$ cat config.mk
export PLATFORM = sky130hd
export DESIGN_NAME = icebreaker_7sd_sequencer
export DESIGN_NICKNAME = d
export VERILOG_FILES = /design/src/rtl/icebreaker_7sd_pkg.sv /design/src/rtl/icebreaker_7sd_fifo.sv /design/src/rtl/icebreaker_7sd_sequencer.sv
export SDC_FILE = /design/constraint.sdc
export NUM_CORES = 1
export LEC_CHECK = 0
export CORE_ASPECT_RATIO = 0.5
export CORE_MARGIN = 4
export CORE_UTILIZATION = 40
export DETAILED_ROUTE_END_ITERATION = 6
export PLACE_DENSITY_LB_ADDON = 0.3
export SYNTH_ARGS = -nofsm -noshare
export SYNTH_HDL_FRONTEND = slang
export SYNTH_SLANG_ARGS = --single-unit
$ cat constraint.sdc
create_clock -name i_clk -period 3.8 [get_ports i_clk]
set_clock_uncertainty 0.05 [all_clocks]
set_input_delay 0.76 -clock i_clk [delete_from_list [all_inputs] [get_ports i_clk]]
set_output_delay 0.76 -clock i_clk [all_outputs]
set_load 0.02 [all_outputs]
$ cat src/rtl/icebreaker_7sd_pkg.sv
// Shared types and the hex-to-segment decode for the two-digit 7-segment sequencer.
// Segment patterns are active-low {G,F,E,D,C,B,A}.
package icebreaker_7sd_pkg;

    localparam logic [6:0] SEG_BLANK = 7'h7F;

    typedef enum logic [1:0] {
        IDLE = 2'd0,
        SHOW = 2'd1,
        HOLD = 2'd2
    } sd_state_e;

    typedef struct packed {
        logic       blank;
        logic [7:0] data;
    } sd_msg_t;

    function automatic logic [6:0] hex7(input logic [3:0] nib);
        logic [6:0] seg;
        case (nib)
            4'h0: seg = 7'h40;
            4'h1: seg = 7'h79;
            4'h2: seg = 7'h24;
            4'h3: seg = 7'h30;
            4'h4: seg = 7'h19;
            4'h5: seg = 7'h12;
            4'h6: seg = 7'h02;
            4'h7: seg = 7'h78;
            4'h8: seg = 7'h00;
            4'h9: seg = 7'h10;
            4'hA: seg = 7'h08;
            4'hB: seg = 7'h03;
            4'hC: seg = 7'h46;
            4'hD: seg = 7'h21;
            4'hE: seg = 7'h06;
            default: seg = 7'h0E;
        endcase
        return seg;
    endfunction

endpackage

$ cat src/rtl/icebreaker_7sd_fifo.sv
// Synchronous message FIFO with wrap-around pointers; the extra pointer bit
// separates full from empty. No write-to-read bypass.
module icebreaker_7sd_fifo
    import icebreaker_7sd_pkg::*;
#(
    parameter int DEPTH = 4
) (
    input  logic                   i_clk,
    input  logic                   i_rst,
    input  logic                   i_flush,
    input  logic                   i_push,
    input  logic                   i_pop,
    input  sd_msg_t                i_din,
    output sd_msg_t                o_dout,
    output logic                   o_full,
    output logic                   o_empty,
    output logic [$clog2(DEPTH):0] o_level
);

    localparam int AW = $clog2(DEPTH);

    sd_msg_t        r_mem [DEPTH];
    logic [AW:0]    r_wptr;
    logic [AW:0]    r_rptr;
    logic           w_do_push;
    logic           w_do_pop;

    assign w_do_push = i_push & ~o_full;
    assign w_do_pop  = i_pop & ~o_empty;

    always_ff @(posedge i_clk) begin
        if (i_rst || i_flush) begin
            r_wptr <= '0;
            r_rptr <= '0;
        end else begin
            if (w_do_push) r_wptr <= r_wptr + 1'b1;
            if (w_do_pop)  r_rptr <= r_rptr + 1'b1;
        end
    end

    always_ff @(posedge i_clk) begin
        if (w_do_push) r_mem[r_wptr[AW-1:0]] <= i_din;
    end

    assign o_dout  = r_mem[r_rptr[AW-1:0]];
    assign o_empty = (r_wptr == r_rptr);
    assign o_full  = (r_wptr[AW] != r_rptr[AW]) && (r_wptr[AW-1:0] == r_rptr[AW-1:0]);
    assign o_level = r_wptr - r_rptr;

endmodule

$ cat src/rtl/icebreaker_7sd_sequencer.sv
// Queues byte messages and shows each on the two-digit 7-segment PMOD for a fixed dwell,
// back-to-back when more are waiting, otherwise holding the last one.
module icebreaker_7sd_sequencer
    import icebreaker_7sd_pkg::*;
#(
    parameter int DEPTH        = 4,
    parameter int DWELL_CYCLES = 24000000
) (
    input  logic                   i_clk,
    input  logic                   i_rst,
    input  logic                   i_wr_valid,
    output logic                   o_wr_ready,
    input  logic [7:0]             i_wr_data,
    input  logic                   i_wr_blank,
    input  logic                   i_flush,
    output logic [6:0]             o_a,
    output logic [6:0]             o_b,
    output logic                   o_en,
    output logic                   o_busy,
    output logic [$clog2(DEPTH):0] o_level
);

    localparam int             CW       = $clog2(DWELL_CYCLES);
    localparam logic [CW-1:0]  CNT_LOAD = CW'(DWELL_CYCLES - 1);

    sd_state_e      r_state;
    sd_state_e      w_state_next;
    logic [CW-1:0]  r_cnt;
    logic [6:0]     r_a;
    logic [6:0]     r_b;
    logic           r_en;
    logic           w_push;
    logic           w_pop;
    logic           w_full;
    logic           w_empty;
    sd_msg_t        w_din;
    sd_msg_t        w_head;

    assign o_wr_ready = ~w_full & ~i_flush;
    assign w_push     = i_wr_valid & o_wr_ready;
    assign w_din      = '{blank: i_wr_blank, data: i_wr_data};

    icebreaker_7sd_fifo #(.DEPTH(DEPTH)) u_fifo (
        .i_clk   (i_clk),
        .i_rst   (i_rst),
        .i_flush (i_flush),
        .i_push  (w_push),
        .i_pop   (w_pop),
        .i_din   (w_din),
        .o_dout  (w_head),
        .o_full  (w_full),
        .o_empty (w_empty),
        .o_level (o_level)
    );

    always_ff @(posedge i_clk) begin
        if (i_rst) r_state <= IDLE;
        else       r_state <= w_state_next;
    end

    always_comb begin
        w_state_next = r_state;
        w_pop        = 1'b0;
        case (r_state)
            IDLE: begin
                if (!w_empty) begin
                    w_pop        = 1'b1;
                    w_state_next = SHOW;
                end
            end
            SHOW: begin
                if (r_cnt == '0) begin
                    if (!w_empty) w_pop        = 1'b1;
                    else          w_state_next = HOLD;
                end
            end
            HOLD: begin
                if (!w_empty) begin
                    w_pop        = 1'b1;
                    w_state_next = SHOW;
                end
            end
            default: w_state_next = IDLE;
        endcase
        // flush wins over any pop decided this cycle
        if (i_flush) begin
            w_pop        = 1'b0;
            w_state_next = IDLE;
        end
    end

    always_ff @(posedge i_clk) begin
        if (i_rst || i_flush) begin
            r_a   <= SEG_BLANK;
            r_b   <= SEG_BLANK;
            r_en  <= 1'b0;
            r_cnt <= '0;
        end else if (w_pop) begin
            r_cnt <= CNT_LOAD;
            r_en  <= ~w_head.blank;
            if (!w_head.blank) begin
                r_a <= hex7(w_head.data[7:4]);
                r_b <= hex7(w_head.data[3:0]);
            end
        end else if (r_state == SHOW && r_cnt != '0) begin
            r_cnt <= r_cnt - 1'b1;
        end
    end

    assign o_a    = r_a;
    assign o_b    = r_b;
    assign o_en   = r_en;
    assign o_busy = (r_state == SHOW) | ~w_empty;

endmodule

==> impl_metrics.tcl <==
set metrics [dict create \
    fin_nets 449 \
    max_freq_mhz 334 \
    rsz0062_at_grt "false" \
    worstSetupEndpointType "output pin" \
    worstPathMaxFanout 4 \
    viasPerCell 5.42 \
    track_usage 0.147 \
    die_area_um2 12500 \
    drtIter0Drc 175 \
    cap_violations 0 \
    drc 0 \
    power_leakage_uw 0.00181 \
    drv_slew 0 \
    io_pins 33 \
    root_buffer "clkbuf_16" \
    ant_nets 0 \
    hp-class "reg -> reg" \
    synthesis.nets 416 \
    wirelength_um 8780 \
    syn_inst 382 \
    outcome "completed" \
    synth_edf_count 36 \
    antenna_found_initial 0 \
    fin_crit_sh 0.788 \
    syn_area_um2 4280 \
    numClockSinks 86 \
    tightestPinTransition_ns 0.767 \
    cts_tree "yes" \
    dieWidth_um 154 \
    synth-seq-cells 86 \
    hold_ws_ns 0.416 \
    grt_overflow_total 0 \
    num_rows 26 \
    ys.flop_type "dfxtp_1" \
    synth.avg_cell_area_um2 11.2 \
    drt-pass1-iter-count 4 \
    drive_gt1_frac 0.124 \
    clockBufferDepth 2 \
    tns_ns 0 \
    vdd_ir_drop_max_uv 180 \
    relSlewSlack 0.485 \
    dp.cells 544 \
    worst-endpoint-arrival_ns 2.18 \
    htreeDepth 3 \
    gp_congestion 0.798 \
    hold_viol 0 \
    coreArea_um2 10300 \
    path_class "reg -> out" \
    port_buffers 32 \
    cts-hold-fix-buffers 0 \
    numCtsBuffers 9 \
    place.detailed.hpwl_um 6210 \
    post-cts-setup-buffers 0 \
    fin_crit_ns 2.99 \
    power.total_uw 1950 \
    syn_to_final_growth_pct 17.0 \
    grt_max_degree 27 \
    antenna_cells 0 \
    die_h_um 81.2 \
    grt_pass1_vias 3039 \
    dp_slack_ns 0.807 \
    synth_cell_types 61 \
    initial_core_util 0.415 \
    post_drt_wl_per_cell_um 15.7 \
    cp-start-kind "flop" \
    stdcell_count 560 \
    grt_pass1_wl_um 14800 \
    async_flop_share 0 \
    setup_violations 0 \
    vias 3033 \
    cellPowerDensity_nw_per_um2 390 \
    yosysWarnings 0 \
    postCtsResizedCells 0 \
    setup_slack_ns 0.805 \
    ys_seq_area_frac 0.486 \
    clk_pin_slew_worst_paths_ns 0.06 \
    insertion_delay_ns 0.33 \
    worstPathRequired_ns 2.99 \
]
==> layout make-up <==
class	instances	area [um^2]
clock buffers	11	233
clock inverters	5	37.5
fillers	921	5300
inverters	19	71.3
multi-input cells	263	2060
flip-flops and latches	86	2080
well taps	140	175
repair buffers	36	350
==> final timing paths <==
check / start / slack [ns] / cells after the start / to
hold / removal: o_en / 0.42 / 2 / o_en
setup / recovery: u_fifo.r_wptr[0] / 0.81 / 6 / o_busy
hold reg to reg: o_en / 0.42 / 2 / o_en
setup reg to reg: r_cnt[9] / 0.82 / 5 / o_a[0]
==> metal layers <==
layer  track usage  wire length [um]
met1         0.174              4010
met2         0.277              4390
met3        0.0341               291
met4        0.0335                79
met5             0                 0
==> metrics by stage <==
| step | utilization | instance area [um^2] |
|---|---|---|
| after global placement | 0.460 | 4740 |
| final | 0.486 | 5010 |
| after detailed placement | 0.460 | 4740 |
| after CTS | 0.486 | 5010 |
| after floorplan | - | 4280 |
| after global routing | 0.486 | 5010 |
==> cells in the final DEF, fill, tap and decap left out, drive strengths merged, types with 7 or more instances in the layout <==
cell type       n
a21oi          16
clkbuf         11
clkdlybuf4s50  32
dfxtp          50
edfxtp         36
ha             20
inv            19
mux2            7
mux2i           8
mux4           12
nand2          17
nand3          21
nor2           25
o21ai          17
o22a           11
or2             7
or3            10
or4             7
xnor2          16
==> power by group <==
part	switching [uW]	internal, uW	leakage (uW)
Sequential	7.85	973	0.000731
Clock	358	444	0.000126
Combinational	97.0	71.5	0.000957
Total	463	1490	0.00181
==> cells by family after synthesis <==
kind of cell	count (synthesis)	synth area share
AOI/OAI and AO/OA	82	0.134
xor gates and xnor gates	19	0.0389
adders and majority gates	21	0.0631
buffers and inverters	33	0.0321
DFF	86	0.486
muxes	27	0.100
and+or+nand+nor	114	0.145
==> state kept, by name, summed over array words and instances, names as in the netlist, named ones only <==
name	cells
r_state	2
r_cnt	25
u_fifo.r_rptr	3
u_fifo.r_mem	36
o_en	1
u_fifo.r_wptr	3
o_b	7
o_a	7
==> worst max-delay path: stages, from the launching register on <==
cell and delay (ns):
dfxtp_1 0.39, inv_1 0.10, ha_1 0.34, nand2_1 0.08, nor2_1 0.23, nand2_1 0.15, clkdlybuf4s50_1 0.56
==> cells in the mapped netlist (all sizes together) (3+ instances only) <==
cell type   n  area [um^2]
xor2        3         26.3
mux2        7         78.8
o22a       11         96.3
and2        4         25.0
clkbuf      8         30.0
or4b        3         30.0
edfxtp     36         1080
o211ai      3         22.5
or3        10         62.6
nor2       25         93.8
o22ai       5         31.3
a211oi      3         22.5
a21oi      16         80.1
or4         7         56.3
nand3      21          110
nor4        5         31.3
a31oi       5         31.3
mux4       12          270
nor3        3         15.0
or2         7         43.8
o21ai      17         88.8
ha         20          250
buf         6         36.3
o31ai       3         36.3
dfxtp      50         1000
inv        19         71.3
nand2      17         63.8
nand2b      3         18.8
mux2i       8         80.1
a21o        3         22.5
xnor2      16          140
Power figures use the tool's default switching activity.
